--- src/rtl/snake_body_tracker_if.sv ---
// Tick/head/food/read-index bundle between the movement stage, display stage and body tracker.
// master drives the inputs of the tracker; slave is the tracker itself.
interface snake_body_tracker_if;
  logic        iIconTick;
  logic [10:0] iHeadX;
  logic [10:0] iHeadY;
  logic [10:0] iFoodX;
  logic [10:0] iFoodY;
  logic [6:0]  iRdIndex;
  logic [10:0] oRdX;
  logic [10:0] oRdY;
  logic        oRdValid;
  logic [7:0]  oSnakeLength;
  logic        oGameOver;
  logic        oFoodEaten;
  logic        oBusy;
  logic        oTickOverrun;

  modport master (
    output iIconTick, iHeadX, iHeadY, iFoodX, iFoodY, iRdIndex,
    input  oRdX, oRdY, oRdValid, oSnakeLength, oGameOver, oFoodEaten, oBusy, oTickOverrun
  );

  modport slave (
    input  iIconTick, iHeadX, iHeadY, iFoodX, iFoodY, iRdIndex,
    output oRdX, oRdY, oRdValid, oSnakeLength, oGameOver, oFoodEaten, oBusy, oTickOverrun
  );
endinterface

--- src/rtl/snake_body_tracker.sv ---
// Snake body tracker: per-tick wall/food/self-collision checks against a circular head history.
// Tick-to-idle is 2+N cycles (N entries scanned); ticks arriving while busy are dropped and flagged.
module snake_body_tracker #(
  parameter int MAX_LEN  = 128,
  parameter int INIT_LEN = 20,
  parameter int X_MIN    = 0,
  parameter int X_MAX    = 639,
  parameter int Y_MIN    = 0,
  parameter int Y_MAX    = 479
) (
  input logic                 Clock,
  input logic                 Reset,
  snake_body_tracker_if.slave bus
);
  localparam int          AW   = $clog2(MAX_LEN);
  localparam logic [7:0]  LMAX = 8'(MAX_LEN);
  localparam logic [11:0] XMIN = 12'(X_MIN);
  localparam logic [11:0] XMAX = 12'(X_MAX);
  localparam logic [11:0] YMIN = 12'(Y_MIN);
  localparam logic [11:0] YMAX = 12'(Y_MAX);

  typedef enum logic [1:0] {IDLE, CAPTURE, SCAN, COMMIT} state_t;
  state_t r_state, w_state_nxt;

  logic [10:0]   r_buf_x [MAX_LEN];
  logic [10:0]   r_buf_y [MAX_LEN];
  logic [AW-1:0] r_wp;
  logic [7:0]    r_filled, r_len, r_k, r_n;
  logic [10:0]   r_hx, r_hy;
  logic          r_hit_food, r_game_over, r_food_eaten, r_overrun;
  logic [10:0]   r_rd_x, r_rd_y;
  logic          r_rd_valid;

  logic          w_in_bounds, w_scan_hit, w_set_go, w_commit;
  logic [7:0]    w_len_m1, w_n, w_live;
  logic [AW-1:0] w_scan_ptr, w_rd_ptr;

  // Offset from the minimum wraps above the span when below it, so one compare covers both bounds.
  assign w_in_bounds = (({1'b0, bus.iHeadX} - XMIN) <= (XMAX - XMIN)) &&
                       (({1'b0, bus.iHeadY} - YMIN) <= (YMAX - YMIN));

  assign w_len_m1   = r_len - 8'd1;
  assign w_n        = (w_len_m1 < r_filled) ? w_len_m1 : r_filled;
  assign w_live     = (r_len < r_filled) ? r_len : r_filled;
  assign w_scan_ptr = r_wp - r_k[AW-1:0];
  assign w_scan_hit = (r_buf_x[w_scan_ptr] == r_hx) && (r_buf_y[w_scan_ptr] == r_hy);
  assign w_rd_ptr   = r_wp - AW'(1) - bus.iRdIndex[AW-1:0];

  always_ff @(posedge Clock or posedge Reset) begin
    if (Reset) r_state <= IDLE;
    else       r_state <= w_state_nxt;
  end

  always_comb begin
    w_state_nxt = r_state;
    w_set_go    = 1'b0;
    w_commit    = 1'b0;
    case (r_state)
      IDLE: begin
        if (bus.iIconTick && !r_game_over) w_state_nxt = CAPTURE;
      end
      CAPTURE: begin
        if (!w_in_bounds) begin
          w_set_go    = 1'b1;
          w_state_nxt = IDLE;
        end else if (w_n != 8'd0) begin
          w_state_nxt = SCAN;
        end else begin
          w_state_nxt = COMMIT;
        end
      end
      SCAN: begin
        if (w_scan_hit) begin
          w_set_go    = 1'b1;
          w_state_nxt = IDLE;
        end else if (r_k == r_n) begin
          w_state_nxt = COMMIT;
        end
      end
      COMMIT: begin
        w_commit    = 1'b1;
        w_state_nxt = IDLE;
      end
      default: w_state_nxt = IDLE;
    endcase
  end

  always_ff @(posedge Clock or posedge Reset) begin
    if (Reset) begin
      r_wp         <= '0;
      r_filled     <= '0;
      r_len        <= 8'(INIT_LEN);
      r_k          <= '0;
      r_n          <= '0;
      r_hx         <= '0;
      r_hy         <= '0;
      r_hit_food   <= 1'b0;
      r_game_over  <= 1'b0;
      r_food_eaten <= 1'b0;
      r_overrun    <= 1'b0;
    end else begin
      r_food_eaten <= w_commit && r_hit_food;
      if (w_set_go) r_game_over <= 1'b1;
      if (bus.iIconTick && (r_state != IDLE)) r_overrun <= 1'b1;
      if (r_state == CAPTURE) begin
        r_hx       <= bus.iHeadX;
        r_hy       <= bus.iHeadY;
        r_hit_food <= (bus.iHeadX == bus.iFoodX) && (bus.iHeadY == bus.iFoodY);
        r_n        <= w_n;
        r_k        <= 8'd1;
      end
      if (r_state == SCAN) r_k <= r_k + 8'd1;
      if (w_commit) begin
        r_wp <= r_wp + AW'(1);
        if (r_filled != LMAX) r_filled <= r_filled + 8'd1;
        if (r_hit_food && (r_len != LMAX)) r_len <= r_len + 8'd1;
      end
    end
  end

  always_ff @(posedge Clock) begin
    if (w_commit) begin
      r_buf_x[r_wp] <= r_hx;
      r_buf_y[r_wp] <= r_hy;
    end
  end

  // Read index is relative to the current wp, so a read during COMMIT sees pre-write data.
  always_ff @(posedge Clock or posedge Reset) begin
    if (Reset) begin
      r_rd_x     <= '0;
      r_rd_y     <= '0;
      r_rd_valid <= 1'b0;
    end else begin
      r_rd_x     <= r_buf_x[w_rd_ptr];
      r_rd_y     <= r_buf_y[w_rd_ptr];
      r_rd_valid <= {1'b0, bus.iRdIndex} < w_live;
    end
  end

  assign bus.oRdX         = r_rd_x;
  assign bus.oRdY         = r_rd_y;
  assign bus.oRdValid     = r_rd_valid;
  assign bus.oSnakeLength = r_len;
  assign bus.oGameOver    = r_game_over;
  assign bus.oFoodEaten   = r_food_eaten;
  assign bus.oBusy        = (r_state != IDLE);
  assign bus.oTickOverrun = r_overrun;
endmodule
--- src/flat_wrapper.sv ---
// flat-port wrapper written by rule: the top's interface ports become plain ports
module snake_body_tracker_flat 
#(
  parameter int MAX_LEN  = 128,
  parameter int INIT_LEN = 20,
  parameter int X_MIN    = 0,
  parameter int X_MAX    = 639,
  parameter int Y_MIN    = 0,
  parameter int Y_MAX    = 479
)
  (Clock, Reset, bus_iIconTick, bus_iHeadX, bus_iHeadY, bus_iFoodX, bus_iFoodY, bus_iRdIndex, bus_oRdX, bus_oRdY, bus_oRdValid, bus_oSnakeLength, bus_oGameOver, bus_oFoodEaten, bus_oBusy, bus_oTickOverrun);
  snake_body_tracker_if bus_i ();
  input logic Clock;
  input logic Reset;
  input wire logic [$bits(bus_i.iIconTick)-1:0] bus_iIconTick;
  input wire logic [$bits(bus_i.iHeadX)-1:0] bus_iHeadX;
  input wire logic [$bits(bus_i.iHeadY)-1:0] bus_iHeadY;
  input wire logic [$bits(bus_i.iFoodX)-1:0] bus_iFoodX;
  input wire logic [$bits(bus_i.iFoodY)-1:0] bus_iFoodY;
  input wire logic [$bits(bus_i.iRdIndex)-1:0] bus_iRdIndex;
  output wire logic [$bits(bus_i.oRdX)-1:0] bus_oRdX;
  output wire logic [$bits(bus_i.oRdY)-1:0] bus_oRdY;
  output wire logic [$bits(bus_i.oRdValid)-1:0] bus_oRdValid;
  output wire logic [$bits(bus_i.oSnakeLength)-1:0] bus_oSnakeLength;
  output wire logic [$bits(bus_i.oGameOver)-1:0] bus_oGameOver;
  output wire logic [$bits(bus_i.oFoodEaten)-1:0] bus_oFoodEaten;
  output wire logic [$bits(bus_i.oBusy)-1:0] bus_oBusy;
  output wire logic [$bits(bus_i.oTickOverrun)-1:0] bus_oTickOverrun;
  assign bus_i.iIconTick = bus_iIconTick;
  assign bus_i.iHeadX = bus_iHeadX;
  assign bus_i.iHeadY = bus_iHeadY;
  assign bus_i.iFoodX = bus_iFoodX;
  assign bus_i.iFoodY = bus_iFoodY;
  assign bus_i.iRdIndex = bus_iRdIndex;
  assign bus_oRdX = bus_i.oRdX;
  assign bus_oRdY = bus_i.oRdY;
  assign bus_oRdValid = bus_i.oRdValid;
  assign bus_oSnakeLength = bus_i.oSnakeLength;
  assign bus_oGameOver = bus_i.oGameOver;
  assign bus_oFoodEaten = bus_i.oFoodEaten;
  assign bus_oBusy = bus_i.oBusy;
  assign bus_oTickOverrun = bus_i.oTickOverrun;
  snake_body_tracker #(.MAX_LEN(MAX_LEN), .INIT_LEN(INIT_LEN), .X_MIN(X_MIN), .X_MAX(X_MAX), .Y_MIN(Y_MIN), .Y_MAX(Y_MAX)) u_core (.Clock(Clock), .Reset(Reset), .bus(bus_i));
endmodule
--- config.mk ---
export PLATFORM = sky130hd
export DESIGN_NAME = snake_body_tracker_flat
export DESIGN_NICKNAME = d
export VERILOG_FILES = /design/src/rtl/snake_body_tracker_if.sv /design/src/rtl/snake_body_tracker.sv /design/src/flat_wrapper.sv
export SDC_FILE = /design/constraint.sdc
export NUM_CORES = 2
export LEC_CHECK = 0
export CORE_UTILIZATION = 52
export DETAILED_ROUTE_END_ITERATION = 7
export PLACE_DENSITY_LB_ADDON = 0.2
export SYNTH_ARGS = -nofsm -noshare
export SYNTH_HDL_FRONTEND = slang
export SYNTH_SLANG_ARGS = --single-unit
--- constraint.sdc ---
create_clock -name Clock -period 13 [get_ports Clock]
set_input_delay 1.3 -clock Clock [delete_from_list [all_inputs] [get_ports Clock]]
set_output_delay 1.3 -clock Clock [all_outputs]
set_load 0.005 [all_outputs]
======== After elaboration in Yosys (flattened, before gate mapping) ========
Memory sizes are Yosys's and may differ from the RTL's. A register that Yosys moved wholly into a read port is not among the register bits.
Cells that the tools add are included.
word-level totals
  register bits ........................... 68
  RAM bits ................................ 2816
  output and inout bits ................... 35
  memories ................................ 2
memory list
  memory          words  bits a word  read ports  clocked after Yosys merged registers in  write ports  line                      source
  u_core.r_buf_x  128    11           2           1                                        1            snake_body_tracker.sv:25  logic [10:0] r_buf_x [MAX_LEN];
  u_core.r_buf_y  128    11           2           1                                        1            snake_body_tracker.sv:26  logic [10:0] r_buf_y [MAX_LEN];
operators by class
  add/sub/neg operators ................... 8
  magnitude comparators ................... 5
  equality and inequality tests ........... 12
  multiplexer cells ....................... 16
  reduce and logical (&&, ||, !) cells .... 15
operators by type and width
  kind                    number
  $eq A11 B11 Y1          4
  $mux W8                 4
  $add A8 B1 Y8 const B   3
  $lt A8 B8 Y1            2
  $ne A8 B8 Y1 const B    2
  $sub A7 B7 Y7           2
  $le A11 B10 Y1 const B  1
  $le A11 B9 Y1 const B   1
  $eq A8 B8 Y1            1
  $lt A7 B8 Y1            1
  $mux W2                 4
  $pmux W2 S4             1
  $reduce_bool A8 Y1      1
  $sub A8 B1 Y8 const B   1
  $add A7 B1 Y7 const B   1
  $logic_and A1 B1 Y1     7
  $sub A7 B1 Y7 const B   1
  $mux W1                 6
  $reduce_and A2 Y1       3
  $eq A2 B2 Y1 const B    2
  $reduce_bool A2 Y1      2
  $ne A3 B1 Y1 const B    1
  $eq A2 B1 Y1 const B    1
  $logic_not A2 Y1        1
  other kinds (3)         3

======== Longest topological paths before layout ========
  word-level depth ........................ 7
  depth in mapped cells ................... 20

======== Worst setup path after synthesis ========
Ideal clock, no wire load.
  path kind ............................... register to register
  start point ............................. register u_core.r_wp[1]
  end point ............................... register u_core.r_state[1]
  data arrival time ....................... 4.585 ns
  required time ........................... 12.920 ns
  slack ................................... 8.335 ns
  cell stages (with the launch flop) ...... 20
  period minus slack after synthesis ...... 4.665 ns
  cells stage by stage .................... dfrtp_1 > clkbuf_1 > inv_1 > fa_1 > buf_2 > buf_4 > clkbuf_1 > clkbuf_1 > clkbuf_1 > mux4_2 > nand2_1 > nand3_1 > nand3_1 > nand4_1 > xor2_1 > nor4_1 > nand4_1 > o21a_1 > mux2_4 > o22ai_2
between the ends
  longest elaborated chain between the ends .. 6
RTL lines
  item                                                     line                       source
  start: declaration                                       snake_body_tracker.sv:27   logic [AW-1:0] r_wp;
  start signal: assignment                                 snake_body_tracker.sv:114  r_wp <= r_wp + AW'(1);
  $sub A7 B7 Y7 (*)                                        snake_body_tracker.sv:45   assign w_scan_ptr = r_wp - r_k[AW-1:0];
  $mem_v2 Z128 W11 (on tied branches)                      n/a
  $eq A11 B11 Y1                                           snake_body_tracker.sv:46   assign w_scan_hit = (r_buf_x[w_scan_ptr] == r_hx) && (r_buf_y[w_scan_ptr] == r_hy);
  $logic_and A1 B1 Y1 (*)                                  snake_body_tracker.sv:46
  $mux W2 / $ne A3 B1 Y1 (equally long branches)           n/a
  $pmux W2 S4 / $reduce_and A2 Y1 (equally long branches)  n/a
  end signal: assignment                                   snake_body_tracker.sv:51   else r_state <= w_state_nxt;
  end: declaration                                         snake_body_tracker.sv:23   state_t r_state, w_state_nxt;
Mark *: on every way between the ends. The rest lies on a longest branch, timed or not.
A chain may end at the register's enable or synchronous reset.

======== Worst setup path in the final report ========
  start point ............................. register u_core.r_wp[0]
  end point ............................... register u_core.r_state[1]
Same word-level chain as after synthesis.

==> results_dict.tcl <==
set metrics [dict create \
    status "finished, violations left" \
    failed_checks "slew limit" \
    utilization 0.587 \
    cp_data_arrival_time_ps 9110 \
    drv_slew 1 \
    finalHoldViolations 0 \
    synthXorXnorAreaFrac 0.00616 \
    maxCapViolCount 0 \
    async_flop_share 0.0310 \
    yosys.area_share.simple 0.0250 \
    die_w_um 512 \
    synth-compound-area-share 0.0135 \
    die_y_um 512 \
    instances_no_fill 10400 \
    wl_um 453000 \
    cp_max_fo 58 \
    final.min_clock_period_ps 8270 \
    gp_congestion 0.908 \
    grt_setup_unrepaired "no" \
    antenna_found_initial 28 \
    ys_seq_area_frac 0.641 \
    ctsResizeCount 0 \
    path_clk_slew_ps 60 \
    clkPwrFrac 0.212 \
    cts_tree "yes" \
    ant_nets 0 \
    yosys-top-cells-area "edfxtp_1 (62%), mux4_2 (27%), dfrtp_1 (1.6%)" \
    finalNetCount 6820 \
    clock-root-buffer "clkbuf_16" \
    hold_buffers 0 \
    core.rowCount 187 \
    syn-instance-count 6515 \
    num_vias 78000 \
    die_area_um2 263000 \
    fill_cells 18500 \
    powerDensity_nw_per_um2 273 \
    placed_cells 9801 \
    p_leak_nw 47.2 \
    htreeDepth 5 \
    crit_type "flip-flop to flip-flop" \
    synth_top_family_by_area "multiplexers" \
    synth_top_area_cell "edfxtp_1" \
    synthMostInstantiatedCell "edfxtp_1" \
    ys_top_cells_by_count "edfxtp_1 (2816), mux4_2 (1637), nand2_1 (355)" \
    post_cts_buffers 0 \
    period_share 0.636 \
    io_pins 89 \
    synth_fa_ha_area_frac 0.00427 \
    p_switching_w 0.0165 \
    grt_use_total 0.347 \
    grt_pass1_wl_um 623000 \
    syn2layout_area_growth_pct 12.3 \
    sequentialPowerShare 0.303 \
    drive_gt1_frac 0.377 \
    fin_setup_tns_ps 0 \
    pwr-share-comb 0.485 \
    synth_top_area_share 0.624 \
    ff_latch_area_um2 86900 \
    timing.reg2reg.setup_slack_ps 4730 \
    syn_area_um2 135000 \
    crit_path_start_kind "flip-flop" \
    hpwl_um 261000 \
    max_freq_mhz 121 \
    multi_input_comb_area_um2 47500 \
    grt_pass1_vias 76800 \
    route.detailed.drc 0 \
    syn_area_per_cell_um2 20.8 \
    synth-edff-count 2816 \
    synthFlopType "edfxtp_1" \
    grt_max_degree 125 \
    ys_ff_latch 2906 \
    max_slew_margin -0.00943 \
    numCtsBuffers 320 \
    required_ps 13840 \
    switching_share 0.397 \
    viasPerCell 7.52 \
    hp-class "flip-flop to flip-flop" \
    clockBufferDepth 4 \
    end_kind "flip-flop" \
    finalSetupViolCount 0 \
    vdd_drop_max_v 0.000304 \
    cts.sinks 2906 \
    worstMarginPinSlew_ps 1510 \
    syn-num-nets 6614 \
    routedWlPerCell_um 43.7 \
    synth.area.mux_share 0.294 \
    intPower_w 0.0250 \
    ys_types 73 \
    start_util 0.522 \
    ys_warn_count 0 \
    clock_skew_ps 49.3 \
    portBuffers 88 \
    drt-initial-drc-count 13900 \
    core_area_um2 259000 \
    overflow 0 \
    clk_latency_ps 960 \
    firstDrtPassIters 8 \
]
-- metal layers --
| layer | routed length, um | GRT usage |
|---|---|---|
| met5 | 252 | 0.00274 |
| met4 | 29900 | 0.189 |
| met3 | 63000 | 0.111 |
| met2 | 203000 | 0.510 |
| met1 | 156000 | 0.462 |
-- cell usage in the layout, fill, tap and decap left out, types with 12 or more instances in the layout --
| cell type | count |
|---|---|
| nand2_1 | 352 |
| mux2i_1 | 191 |
| o211ai_1 | 28 |
| clkinv_2 | 50 |
| nor2_1 | 42 |
| clkbuf_16 | 332 |
| o21ai_0 | 74 |
| and3_1 | 12 |
| nand3_1 | 116 |
| a32oi_1 | 23 |
| inv_1 | 36 |
| xor2_1 | 38 |
| clkbuf_1 | 69 |
| edfxtp_1 | 2816 |
| ha_1 | 40 |
| nor2_4 | 109 |
| clkdlybuf4s50_1 | 88 |
| buf_4 | 251 |
| a31oi_1 | 16 |
| nor3_1 | 14 |
| dfrtp_4 | 22 |
| mux4_2 | 1637 |
| nor2_2 | 22 |
| bufinv_16 | 21 |
| a22oi_1 | 29 |
| xnor2_1 | 42 |
| clkinv_1 | 63 |
| dfrtp_1 | 66 |
| mux2_2 | 84 |
| clkbuf_8 | 14 |
| nand4_1 | 49 |
| a21oi_1 | 19 |
| buf_12 | 25 |
-- final timing paths --
path	start	end	cells after the start
min reg2reg	u_core.bus.oTickOverrun	u_core.bus.oTickOverrun	1
max	u_core.r_wp[0]	u_core.r_state[1]	15
max in group asynchronous	Reset	u_core.r_hy[3]	3
min	u_core.bus.oTickOverrun	u_core.bus.oTickOverrun	1
min in group asynchronous	Reset	u_core.bus.oSnakeLength[3]	2
max reg2reg	u_core.r_wp[0]	u_core.r_state[1]	15
-- critical path, cell delays in order, from the launching register on --
cell	delay, ps
dfrtp_1	580
inv_1	180
ha_4	200
fa_4	1360
buf_4	610
buf_4	820
mux4_2	430
mux4_2	540
a22o_1	350
a31oi_1	500
xnor2_1	390
o21ai_0	600
nand3_1	560
o21a_1	430
mux2_4	330
o22ai_2	110
-- area by class of cell --
class,instances,share of cell area
sequential,2906,0.571
multi-input combinational,3091,0.313
clock buffer,415,0.0576
tap,3402,0.0280
timing repair buffer,365,0.0216
clock inverter,141,0.00774
inverter,37,0.000930
antenna,6,0.0000987
-- power by group through the flow --
| stage | registers, W | logic, W | clock network, W |
|---|---|---|---|
| after global routing | 0.0125 | 0.0206 | 0.00919 |
| after detailed placement | 0.0127 | 0.0197 | 0 |
| final | 0.0125 | 0.0201 | 0.00881 |
| after global placement | 0.0127 | 0.0196 | 0 |
| after floorplan | 0.0128 | 0.0122 | 0 |
| after CTS | 0.0125 | 0.0197 | 0.00887 |
-- sequential cells by signal (all words and copies together) (netlist names), 8 cells and up --
signal / cells
u_core.r_hx: 11
u_core.bus.oRdY: 11
u_core.r_n: 8
u_core.r_k: 8
u_core.r_filled: 8
u_core.r_buf_x: 1408
u_core.r_hy: 11
u_core.r_buf_y: 1408
u_core.bus.oSnakeLength: 8
u_core.bus.oRdX: 11
-- kinds of logic (layout without fill, tap and decap cells) --
group	count (synthesis)	in the layout
and+or+nand+nor	777	777
buffers and inverters	518	958
muxes	1915	1915
AOI/OAI and AO/OA	263	263
adders and majority gates	45	45
other	0	6
DFF	2906	2906
xor gates and xnor gates	91	91
-- metrics by stage --
| stage | power [W] | instance area (um^2) | hold WS (ps) | setup WS [ps] |
|---|---|---|---|---|
| floorplan | 0.0249 | 135000 | 451 | 8340 |
| global placement | 0.0323 | 142000 | 447 | 4770 |
| detailed placement | 0.0324 | 142000 | 451 | 5140 |
| CTS | 0.0411 | 152000 | 465 | 5120 |
| global route | 0.0423 | 152000 | 483 | 4740 |
| finish | 0.0414 | 152000 | 464 | 4730 |
Note: power is estimated with default switching activity, not from simulation.
